--- config.mk ---
export PLATFORM = sky130hd
export DESIGN_NAME = hazard_stall_unit
export DESIGN_NICKNAME = d
export VERILOG_FILES = /design/src/rtl/hazard_pkg.sv /design/src/rtl/bubble_mux.sv /design/src/rtl/hazard_stall_unit.sv
export SDC_FILE = /design/constraint.sdc
export NUM_CORES = 1
export LEC_CHECK = 0
export CORE_MARGIN = 2
export CORE_UTILIZATION = 25
export DETAILED_ROUTE_END_ITERATION = 7
export HOLD_SLACK_MARGIN = 0.02
export SYNTH_ARGS = -nofsm -noshare
export SYNTH_HDL_FRONTEND = slang
export SYNTH_SLANG_ARGS = --single-unit
export TNS_END_PERCENT = 50
--- constraint.sdc ---
create_clock -name clk -period 2 [get_ports clk]
set_input_delay 0.3 -clock clk [delete_from_list [all_inputs] [get_ports clk]]
set_output_delay 0.3 -clock clk [all_outputs]
set_load 0.005 [all_outputs]
--- src/rtl/hazard_pkg.sv ---
// Shared definitions for the pipeline hazard/stall controller: FSM state
// encodings, the bubble (NOP) encoding and a width helper.
package hazard_pkg;

  typedef enum logic {
    IDLE    = 1'b0,
    MC_BUSY = 1'b1
  } hz_state_e;

  // A NOP is the all-zero word at whatever width the datapath uses.
  localparam logic NOP_BIT = 1'b0;

  // Bits needed to hold values 0..value-1, never less than one bit.
  function automatic int clog2(input int value);
    int r;
    r = 0;
    while ((1 << r) < value) r = r + 1;
    return (r < 1) ? 1 : r;
  endfunction

endpackage

--- src/rtl/bubble_mux.sv ---
// Selects the decoded ID word or a NOP bubble into the ID/EX register.
module bubble_mux
  import hazard_pkg::*;
#(
  parameter int DATA_W = 32
) (
  input  logic              sel_nop,
  input  logic [DATA_W-1:0] din,
  output logic [DATA_W-1:0] dout
);

  assign dout = sel_nop ? {DATA_W{NOP_BIT}} : din;

endmodule

--- src/rtl/hazard_stall_unit.sv ---
// Load-use / multi-cycle stall controller between IF/ID and ID/EX, with a
// saturating stall-cycle counter for performance measurement.
module hazard_stall_unit
  import hazard_pkg::*;
#(
  parameter int DATA_W = 32,
  parameter int REG_AW = 5,
  parameter int MC_LAT = 4,
  parameter int CNT_W  = 16
) (
  input  logic              clk,
  input  logic              rst_n,
  input  logic [DATA_W-1:0] id_instr,
  input  logic [REG_AW-1:0] id_rs,
  input  logic [REG_AW-1:0] id_rt,
  input  logic              id_uses_rt,
  input  logic              id_mc_start,
  input  logic              ex_mem_read,
  input  logic [REG_AW-1:0] ex_rt,
  input  logic              ex_branch_taken,
  output logic              pc_we,
  output logic              ifid_we,
  output logic              ifid_flush,
  output logic [DATA_W-1:0] idex_instr,
  output logic              mc_busy,
  output logic [CNT_W-1:0]  stall_cnt
);

  localparam int               MCW      = clog2(MC_LAT + 1);
  localparam logic [MCW-1:0]   MC_INIT  = MCW'(MC_LAT - 1);
  localparam logic             MC_MULTI = (MC_LAT > 1);
  localparam logic [CNT_W-1:0] CNT_MAX  = '1;

  hz_state_e        state_q, state_d;
  logic [MCW-1:0]   mc_left_q, mc_left_d;
  logic [CNT_W-1:0] stall_cnt_q, stall_cnt_d;

  logic load_hz;
  logic busy;
  logic stall;
  logic bubble;

  assign load_hz = ex_mem_read && (ex_rt != '0) &&
                   ((ex_rt == id_rs) || (id_uses_rt && (ex_rt == id_rt)));
  assign busy    = (state_q == MC_BUSY);

  // A taken branch makes the ID instruction wrong-path, so a load-use stall
  // on it is pointless; an in-flight multi-cycle op still holds the pipe.
  assign stall   = busy || (load_hz && !ex_branch_taken);
  assign bubble  = stall || ex_branch_taken || !rst_n;

  assign pc_we      = rst_n && !stall;
  assign ifid_we    = rst_n && !stall;
  assign ifid_flush = ex_branch_taken || !rst_n;
  assign mc_busy    = busy;
  assign stall_cnt  = stall_cnt_q;

  bubble_mux #(
    .DATA_W(DATA_W)
  ) u_bubble_mux (
    .sel_nop(bubble),
    .din    (id_instr),
    .dout   (idex_instr)
  );

  always_comb begin
    state_d     = state_q;
    mc_left_d   = mc_left_q;
    stall_cnt_d = stall_cnt_q;

    case (state_q)
      IDLE: begin
        if (id_mc_start && !load_hz && !ex_branch_taken && MC_MULTI) begin
          state_d   = MC_BUSY;
          mc_left_d = MC_INIT;
        end
      end
      MC_BUSY: begin
        if (mc_left_q <= MCW'(1)) begin
          state_d   = IDLE;
          mc_left_d = '0;
        end else begin
          mc_left_d = mc_left_q - MCW'(1);
        end
      end
      default: begin
        state_d   = IDLE;
        mc_left_d = '0;
      end
    endcase

    if (stall && (stall_cnt_q != CNT_MAX)) begin
      stall_cnt_d = stall_cnt_q + CNT_W'(1);
    end
  end

  always_ff @(posedge clk or negedge rst_n) begin
    if (!rst_n) begin
      state_q     <= IDLE;
      mc_left_q   <= '0;
      stall_cnt_q <= '0;
    end else begin
      state_q     <= state_d;
      mc_left_q   <= mc_left_d;
      stall_cnt_q <= stall_cnt_d;
    end
  end

endmodule

==> summary.txt <==
Logic synthesis
  • Synth Area per Inst: 9.19 um2
  • Synth async-reset ratio: 100%
  • Synth top cells by count: and2_1 (36), dfrtp_1 (20), xnor2_1 (15)
  • Gate Count Post-Synth: 153
  • Synthesized cell area: 0.00141 mm2
  • Cell taking the most area after synthesis: dfrtp_1
  • Synth area leaders: dfrtp_1 (36%), and2_1 (16%), xnor2_1 (9.3%)
  • Number of distinct library cells after synthesis: 36
  • Register area share after synthesis: 35.6%
  • Synth top area share: 35.6%
  • #FFs+latches synth: 20
  • Syn_nets: 209
  • Most used DFF post-synth: dfrtp_1
  • Most common cell in the netlist: and2_1
  • Yosys warns: 0
  • Post-synth EDFFs: 0

Clocking
  • Root buf cell: clkbuf_8
  • Clock sink count: 20
  • Hold_buf cts: 0
  • Clock buffer depth: 2
  • Worst-path clk slew: 70 ps
  • CTS Buf Count: 3
  • CTS tree: built
  • Worst skew pair latency: 260 ps
  • CTS H-tree depth: 1

Final layout
  • ANT cells: 0
  • Nets: 337
  • Fillcell total: 541
  • Design area: 0.00286 mm2
  • Share of post-route cells with drive strength above 1: 37.9%
  • Area grow syn2layout: 104%

Floorplanning
  • Die H: 79 um
  • Initial Util: 25.7%
  • Top Ports: 105
  • Die area: 0.00624 mm2
  • FP Rows: 27
  • CORE AREA: 0.00547 mm2
  • Die span in x: 79 um

Timing
  • Skew final: 1.69 ps
  • Fmax: 0.449 GHz
  • Post-route clock period utilization: 111%
  • Hold WS: 493 ps
  • Worst slew pin tran: 406 ps
  • Slew Viols, Final: 0
  • Final Critical Period: 2220 ps
  • Setup WS post-layout: -225 ps
  • RSZ-0062 raised after global routing: yes
  • Final Hold Fails: 0
  • Final Setup Violations: 35
  • TNS Setup: -6080 ps
  • Max-slew headroom at the worst pin: 73.0%

Power
  • PD cells: 695 mW/mm2
  • VDD IR-drop max: 274 uV
  • Pwr Total: 1.99 mW
  • P_leak: 1.29 nW

Placement
  • DP Area: 0.00262 mm2
  • # port buffers: 104
  • Post-DP HPWL: 3590 um
  • GP Congestion: 0.762

Routing
  • Vias per inst: 4.40
  • Initial DRC count: 40
  • Drt wl/cell: 13.5 um
  • Drt drc: 0
  • Drt total wl: 4760 um
  • Vias: 1,550
  • First-pass iteration count of the detailed router: 4
  • ANT nets after route: 0

Worst setup path
  • WS Path Type: in -> out
  • Crit-path max FO: 8
  • Slowest cell delay on critical path: 500 ps
  • Delay-heaviest family, CP: simple AND/OR/NAND/NOR gates
  • Worst path buffer plus inverter count: 5
  • Arr. time, crit path: 1920 ps
  • CP endpoint kind: primary output
  • Worst setup SP type: input pin
  • Reg2Reg Depth: 6
  • Instance count on the critical path: 10
  • Critical path's slowest cell: or4_4
  • Req. time, crit path: 1700 ps
  • CP most frequent cell: buf_6
  • Worst reg2reg setup slack: 230 ps
  • Critical path, cell by cell: buf_2 > or4_4 > o21ai_2 > nor2_1 > nor3_2 > buf_4 > buf_6 > buf_16 > and2_4 > buf_6

Global route
  • Largest net degree at the start of global routing: 22
  • GR Overflow Total: 0
  • Initial antenna violation count: 0
  • First-pass GRT wire length: 7540 um
  • Vias in the first global route: 1,512
  • GR Util All Layers: 15.3%

Run status
  • Failing checks: setup timing
  • Status: finished with violations

Worst hold path
  • Worst Hold Class: reg -> reg
  • Hold Path Stages: 1

Flow run
  • Max-cap violations: 0
## flip-flops by register name (all words and copies together) (netlist names)
signal / cells
mc_busy: 1
mc_left_q: 3
stall_cnt: 16
## metal layers
metal,GRT usage (%),routed length (um),up-vias
met2,26.0,2570,46
met3,2.39,159,8
met1,19.8,1960,722
met4,4.83,66,0
li1,-,-,774
met5,0,0,-
## final timing paths
check,startpoint,endpoint
max,ex_rt[1],idex_instr[23]
min,stall_cnt[10],stall_cnt[10]
max reg2reg,stall_cnt[7],stall_cnt[15]
min reg2reg,stall_cnt[10],stall_cnt[10]
max in group asynchronous,rst_n,mc_left_q[2]
min in group asynchronous,rst_n,stall_cnt[14]
## timing repair
| action | 4_1_cts | 5_1_grt |
|---|---|---|
| gates cloned | 3 | 0 |
| endpoints found under the setup margin | 50 | 42 |
| pin swaps | 43 | 12 |
| gates resized for setup | 223 | 19 |
| buffers inserted | 10 | 0 |
## area by class of cell
class | count | area (um2) | area share, %
well taps | 72 | 90.1 | 3.15
multi-input cells | 121 | 916 | 32.0
repair buffers | 131 | 1290 | 44.9
inverters | 4 | 15.0 | 0.524
flip-flops and latches | 20 | 500 | 17.5
clock buffers | 4 | 55.1 | 1.92
## report_power, final
group	internal [mW]	switching, mW	leakage, nW
Clock	0.175	0.134	0.0288
Sequential	0.510	0.108	0.261
Combinational	0.663	0.399	1.00
## per-stage QoR
step / utilization, % / instances / setup slack (ps)
after floorplan: - / 153 / 36.1
after global placement: 47.9 / 337 / -886
after detailed placement: 47.9 / 337 / -905
after CTS: 51.6 / 353 / -241
after global routing: 52.3 / 352 / -322
final: 52.3 / 352 / -225
## logic make-up after synthesis
group	Yosys count	share of synthesized area, %
AO/OA/AOI/OAI	17	8.99
XOR/XNOR	25	15.6
adder cells (fa/ha/maj)	3	2.67
buffers and inverters	12	4.36
flip-flops	20	35.6
multiplexers	1	0.801
AND/OR/NAND/NOR	75	32.0
## layout by cell type, fill, tap and decap left out, types with 2 or more instances in the layout
cell type	instances
nand2_1	6
dfrtp_1	20
clkdlybuf4s50_1	55
ha_1	3
buf_2	10
buf_6	38
o21ai_0	5
and2_1	9
inv_1	4
clkbuf_8	4
a21oi_1	2
clkdlybuf4s15_1	4
and3_1	5
xnor2_1	15
nand3_1	6
nor2_1	5
nand3_2	2
and4_1	2
buf_4	18
dlygate4sd2_1	4
nand4_1	6
xor2_1	10
and2_4	27
nand2b_1	2
a31oi_1	2
(Power assumes the default switching activity.)
